--- config.mk ---
export PLATFORM = sky130hd
export DESIGN_NAME = ddr_app_arbiter
export DESIGN_NICKNAME = d
export VERILOG_FILES = /design/src/rtl/ddr_app_arbiter.sv
export SDC_FILE = /design/constraint.sdc
export NUM_CORES = 1
export LEC_CHECK = 0
export ABC_AREA = 1
export CORE_AREA = 4 4 192 194
export CTS_BUF_LIST = sky130_fd_sc_hd__clkbuf_16
export CTS_CLUSTER_DIAMETER = 120
export CTS_CLUSTER_SIZE = 14
export DETAILED_ROUTE_END_ITERATION = 6
export DIE_AREA = 0 0 196 198
export PLACE_DENSITY = 0.38
export SETUP_SLACK_MARGIN = 0.3
export SYNTH_ARGS = -nofsm -noshare
export SYNTH_HDL_FRONTEND = slang
export SYNTH_SLANG_ARGS = --single-unit
--- constraint.sdc ---
create_clock -name clk -period 3.5 [get_ports clk]
set_clock_uncertainty 0.05 [all_clocks]
set_input_delay 0.525 -clock clk [delete_from_list [all_inputs] [get_ports clk]]
set_output_delay 0.525 -clock clk [all_outputs]
set_load 0.01 [all_outputs]
--- src/rtl/ddr_app_arbiter.sv ---
// Two-requester arbiter for the DDR3 MIG app_* interface with tagged read-return steering.
// Define DDR_ARB_FIXED_PRIO_EN to give requester 0 fixed priority instead of round-robin.
module ddr_app_arbiter #(
  parameter int TAG_DEPTH = 8,
  parameter int ADDR_W    = 27
) (
  input  logic                           clk,
  input  logic                           reset,
  input  logic                           init_calib_complete,
  input  logic [ADDR_W-1:0]              rq0_addr,
  input  logic [2:0]                     rq0_cmd,
  input  logic                           rq0_en,
  output logic                           rq0_rdy,
  input  logic [63:0]                    rq0_wdf_data,
  input  logic                           rq0_wdf_wren,
  input  logic                           rq0_wdf_end,
  output logic                           rq0_wdf_rdy,
  output logic [63:0]                    rq0_rd_data,
  output logic                           rq0_rd_valid,
  output logic                           rq0_rd_end,
  input  logic [ADDR_W-1:0]              rq1_addr,
  input  logic [2:0]                     rq1_cmd,
  input  logic                           rq1_en,
  output logic                           rq1_rdy,
  input  logic [63:0]                    rq1_wdf_data,
  input  logic                           rq1_wdf_wren,
  input  logic                           rq1_wdf_end,
  output logic                           rq1_wdf_rdy,
  output logic [63:0]                    rq1_rd_data,
  output logic                           rq1_rd_valid,
  output logic                           rq1_rd_end,
  output logic [ADDR_W-1:0]              app_addr,
  output logic [2:0]                     app_cmd,
  output logic                           app_en,
  input  logic                           app_rdy,
  output logic [63:0]                    app_wdf_data,
  output logic                           app_wdf_wren,
  output logic                           app_wdf_end,
  input  logic                           app_wdf_rdy,
  input  logic [63:0]                    app_rd_data,
  input  logic                           app_rd_data_valid,
  input  logic                           app_rd_data_end,
  output logic [$clog2(TAG_DEPTH+1)-1:0] rd_outstanding,
  output logic                           arb_err,
  output logic [1:0]                     fsm_state
);

  localparam int CW = $clog2(TAG_DEPTH + 1);
  localparam int PW = $clog2(TAG_DEPTH);

  typedef enum logic [1:0] {IDLE = 2'd0, CMD = 2'd1, WDATA0 = 2'd2, WDATA1 = 2'd3} state_t;

  state_t               state_q, state_d;
  logic                 grant_q, grant_d;
  logic                 last_grant_q, last_grant_d;
  logic                 err_q, err_d;
  logic [TAG_DEPTH-1:0] tag_q, tag_d;
  logic [PW-1:0]        wr_ptr_q, wr_ptr_d, rd_ptr_q, rd_ptr_d;
  logic [CW-1:0]        count_q, count_d;

  logic [ADDR_W-1:0] sel_addr;
  logic [2:0]        sel_cmd;
  logic              sel_en, sel_wren, sel_end;
  logic [63:0]       sel_wdata;
  logic              tag_full, tag_empty, tag_head;
  logic              cmd_acc, beat, push, pop;

  assign sel_addr  = grant_q ? rq1_addr     : rq0_addr;
  assign sel_cmd   = grant_q ? rq1_cmd      : rq0_cmd;
  assign sel_en    = grant_q ? rq1_en       : rq0_en;
  assign sel_wdata = grant_q ? rq1_wdf_data : rq0_wdf_data;
  assign sel_wren  = grant_q ? rq1_wdf_wren : rq0_wdf_wren;
  assign sel_end   = grant_q ? rq1_wdf_end  : rq0_wdf_end;

  assign tag_full  = (count_q == CW'(TAG_DEPTH));
  assign tag_empty = (count_q == '0);
  assign tag_head  = tag_q[rd_ptr_q];

  assign rq0_rd_data    = app_rd_data;
  assign rq1_rd_data    = app_rd_data;
  assign rd_outstanding = count_q;
  assign arb_err        = err_q;
  assign fsm_state      = state_q;

  // Command/write-data FSM
  always_comb begin
    state_d      = state_q;
    grant_d      = grant_q;
    last_grant_d = last_grant_q;
    err_d        = err_q;
    app_addr     = '0;
    app_cmd      = 3'b001;
    app_en       = 1'b0;
    app_wdf_data = '0;
    app_wdf_wren = 1'b0;
    app_wdf_end  = 1'b0;
    rq0_rdy      = 1'b0;
    rq1_rdy      = 1'b0;
    rq0_wdf_rdy  = 1'b0;
    rq1_wdf_rdy  = 1'b0;
    cmd_acc      = 1'b0;
    beat         = 1'b0;
    push         = 1'b0;
    case (state_q)
      IDLE: begin
        if (init_calib_complete && (rq0_en || rq1_en)) begin
`ifdef DDR_ARB_FIXED_PRIO_EN
          grant_d = !rq0_en;
`else
          if (rq0_en && rq1_en) grant_d = !last_grant_q;
          else                  grant_d = rq1_en;
`endif
          last_grant_d = grant_d;
          state_d      = CMD;
        end
      end
      CMD: begin
        app_addr = sel_addr;
        app_cmd  = sel_cmd;
        // Reads stall while every tag slot is in use.
        app_en   = sel_en && !((sel_cmd == 3'b001) && tag_full);
        cmd_acc  = app_en && app_rdy;
        rq0_rdy  = cmd_acc && !grant_q;
        rq1_rdy  = cmd_acc && grant_q;
        if (!sel_en) begin
          state_d = IDLE;
        end else if (cmd_acc) begin
          case (sel_cmd)
            3'b000:  state_d = WDATA0;
            3'b001: begin
              push    = 1'b1;
              state_d = IDLE;
            end
            default: begin
              err_d   = 1'b1;
              state_d = IDLE;
            end
          endcase
        end
      end
      WDATA0, WDATA1: begin
        app_wdf_data = sel_wdata;
        app_wdf_wren = sel_wren;
        app_wdf_end  = sel_end;
        rq0_wdf_rdy  = app_wdf_rdy && !grant_q;
        rq1_wdf_rdy  = app_wdf_rdy && grant_q;
        beat         = sel_wren && app_wdf_rdy;
        if (beat) begin
          if (sel_end != (state_q == WDATA1)) err_d = 1'b1;
          state_d = (state_q == WDATA0) ? WDATA1 : IDLE;
        end
      end
      default: state_d = IDLE;
    endcase
    if (app_rd_data_valid && tag_empty) err_d = 1'b1;
  end

  // Read-return steering and tag FIFO bookkeeping, independent of the FSM
  always_comb begin
    rq0_rd_valid = app_rd_data_valid && !tag_empty && !tag_head;
    rq1_rd_valid = app_rd_data_valid && !tag_empty && tag_head;
    rq0_rd_end   = rq0_rd_valid && app_rd_data_end;
    rq1_rd_end   = rq1_rd_valid && app_rd_data_end;
    pop          = app_rd_data_valid && app_rd_data_end && !tag_empty;
    tag_d        = tag_q;
    wr_ptr_d     = wr_ptr_q;
    rd_ptr_d     = rd_ptr_q;
    count_d      = count_q;
    if (push) begin
      tag_d[wr_ptr_q] = grant_q;
      wr_ptr_d        = wr_ptr_q + PW'(1);
    end
    if (pop) rd_ptr_d = rd_ptr_q + PW'(1);
    case ({push, pop})
      2'b10:   count_d = count_q + CW'(1);
      2'b01:   count_d = count_q - CW'(1);
      default: count_d = count_q;
    endcase
  end

  always_ff @(posedge clk or posedge reset) begin
    if (reset) begin
      state_q      <= IDLE;
      grant_q      <= 1'b0;
      last_grant_q <= 1'b1;
      err_q        <= 1'b0;
      tag_q        <= '0;
      wr_ptr_q     <= '0;
      rd_ptr_q     <= '0;
      count_q      <= '0;
    end else begin
      state_q      <= state_d;
      grant_q      <= grant_d;
      last_grant_q <= last_grant_d;
      err_q        <= err_d;
      tag_q        <= tag_d;
      wr_ptr_q     <= wr_ptr_d;
      rd_ptr_q     <= rd_ptr_d;
      count_q      <= count_d;
    end
  end

endmodule

==> results.sh, run 1 <==
export IMPL_finalHoldViolCount=0
export IMPL_wl_um=22300
export IMPL_p_per_area_nw_per_um2=496
export IMPL_hp_class="reg2reg"
export IMPL_fp_dieW_um=196
export IMPL_clkTransAtPathRegs_ps=60
export IMPL_maxSlewViolCount=0
export IMPL_antenna_found_initial=5
export IMPL_wl_per_cell_um=17.5
export IMPL_via_count=4504
export IMPL_synth_area_leader_cell="buf_4"
export IMPL_syn_area_per_cell_um2=5.75
export IMPL_synth_seq_cells=23
export IMPL_clock_root_buffer="clkbuf_16"
export IMPL_portBuffers=312
export IMPL_start_util_pct=10.7
export IMPL_core_um2=35200
export IMPL_nFillCells=4100
export IMPL_fp_dieH_um=198
export IMPL_postCtsHoldBufs=0
export IMPL_fp_row_count=69
export IMPL_layout_commonest_cell="clkdlybuf4s50_1"
export IMPL_firstDrtPassIters=4
export IMPL_rsz0062_at_grt="true"
export IMPL_postCtsSetupRepairBufs=0
export IMPL_cts_buffers_inserted=3
export IMPL_cp_max_fo=63
export IMPL_track_usage_pct=10.6
export IMPL_post_route_period_util_pct=86.5
export IMPL_end_kind="output port"
export IMPL_final_cell_mix="311 x clkdlybuf4s50_1, 248 x nand2_1, 95 x a21oi_1"
export IMPL_htreeDepth=1
export IMPL_synth_area_um2=3760
export IMPL_hpwl_um=18700
export IMPL_fmax_mhz=330
export IMPL_status="finished, final reports clean"
export IMPL_period_needed_ps=3030
export IMPL_grt_overflow_total=0
export IMPL_critPathLaunch="grant_q"
export IMPL_arrival_ps=2450
export IMPL_dpl_cell_count=1275
export IMPL_drive_gt1_share_pct=3.06
export IMPL_io_pins=505
export IMPL_post_dp_cell_area_um2=6470
export IMPL_p_leak_nw=2.59
export IMPL_start_kind="flip-flop"
export IMPL_finalSetupTns_ps=0
export IMPL_power_mw=3.25
export IMPL_grt_pass1_vias=4610
export IMPL_r2r_start="grant_q"
export IMPL_drc=0
export IMPL_worstMarginPinSlew_ps=1120
export IMPL_gp_congestion=0.797
export IMPL_hold_start="tag_q[1]"
export IMPL_grt_max_degree=64
export IMPL_dieArea_um2=38800
export IMPL_setup_ws_ps=471
export IMPL_area_growth_pct=74.0
export IMPL_max_cap_viol_count=0
export IMPL_setup_viol=0
export IMPL_yosys_top_cells_area="buf_4 26%, nand2_1 25%, dfrtp_1 15%"
export IMPL_clk_latency_ps=250
export IMPL_yosys_area_top_type_share_pct=25.5
export IMPL_synth_nets=925
export IMPL_cts_tree="yes"
export IMPL_drt_iter0_drc=139
export IMPL_cts_sinks=23
export IMPL_slew_headroom_pct=25.4
export IMPL_crit_type="reg2out"
export IMPL_pre_cts_ws_ps=225
export IMPL_ys_seq_area_share_pct=15.3
export IMPL_via_per_inst=3.52
export IMPL_yosysUniqueCellTypes=32
export IMPL_synth_cells=655
export IMPL_ir_drop_uv=233
export IMPL_antenna_left=0
export IMPL_clock_path_buffers=2
export IMPL_synth_warnings=0
export IMPL_fin_area_um2=6550
export IMPL_grt_pass1_wl_um=31100
export IMPL_final_cell_count_no_fill=1280
export IMPL_cp_required_ps=2920
export IMPL_finish_net_count=1089
-- Yosys cell counts --
master and n:
nand4_1 9, o21ai_1 1, nor2_1 31, o21ai_0 13, buf_4 128, buf_1 4
dfstp_2 1, dfrtp_1 22, inv_1 25, ha_1 5, clkinv_1 1, o21ai_2 1
a31oi_1 1, nor3_4 1, buf_6 2, clkbuf_1 27, a21oi_1 95, or3_1 1
o211ai_1 1, nor2_4 1, xor2_1 3, buf_2 2, nand3_1 16, o22ai_1 1
nand3b_1 1, nand2_1 248, inv_2 1, nor3_1 4, o21a_1 1, nand2_2 3
xnor2_1 4, o21bai_1 1
-- sequential cells by signal, summed over array words and instances, names as in the netlist, named ones only --
signal,count
rd_ptr_q,3
grant_q,1
arb_err,1
last_grant_q,1
wr_ptr_q,3
tag_q,8
fsm_state,1
rd_outstanding,4
-- critical path: stages, from the launching register on --
cell and delay, ps:
dfrtp_4 520, buf_4 560, nand2_1 230, a21oi_1 210, clkdlybuf4s50_1 580
-- cell families after synthesis --
kind of cell | count (synthesis) | synth area share [%]
AOI/OAI and AO/OA | 115 | 15.7
xor gates and xnor gates | 7 | 1.63
adders and majority gates | 5 | 1.66
buffers and inverters | 190 | 32.2
DFF | 23 | 15.3
and+or+nand+nor | 315 | 33.6
-- worst paths after layout --
check                                     to  slack [ps]  cells after the start
min reg2reg                         tag_q[1]         430                      2
max in group asynchronous        wr_ptr_q[2]        2200                      3
min in group asynchronous  rd_outstanding[3]         620                      2
max reg2reg                rd_outstanding[3]         720                     14
min                                 tag_q[1]         430                      2
max                         app_wdf_data[61]         470                      4
-- through the flow --
step | util, % | hold WS [ps]
floorplan | - | 387
global route | 18.6 | 463
detailed placement | 18.4 | 414
CTS | 18.6 | 431
finish | 18.6 | 433
global placement | 18.4 | 415
-- cell type report --
type                    instances  area [µm²]  share of cell area [%]
diodes                          1        2.50                  0.0382
well taps                     461         577                    8.80
clock inverters                 1        5.00                  0.0764
multi-input cells             442        1980                    30.2
repair buffers                322        3230                    49.3
clock buffers                   3        75.1                    1.15
inverters                      27         103                    1.57
flip-flops and latches         23         581                    8.86
-- where the power goes --
group / total [mW] / leakage [nW] / internal (mW) / switching [mW]
Combinational: 2.53 / 2.26 / 1.11 / 1.42
Clock: 0.252 / 0.0409 / 0.154 / 0.0979
Sequential: 0.464 / 0.291 / 0.352 / 0.112
-- routing by layer --
metal / routed length (µm) / share of wire (%) / vias up / track usage (%)
met5: 0 / 0 / - / 0
li1: - / - / 2273 / -
met4: 786 / 3.5 / 0 / 3.36
met1: 8920 / 40 / 1928 / 12.8
met3: 1840 / 8.2 / 70 / 3.28
met2: 10800 / 48 / 233 / 17.9
-- timing repair --
item,CTS,global route
hold endpoints to repair,0,0
resized for setup,0,0
setup endpoints to repair,0,2
Note: power is estimated with default switching activity, not from simulation.
==> inputs of run 2 (changes only) <==
Settings changed: ABC_CLOCK_PERIOD_IN_PS from default to 3500.
==> results of run 2 <==
No change in the layout: final DEF, timing and power equal those of run 1.
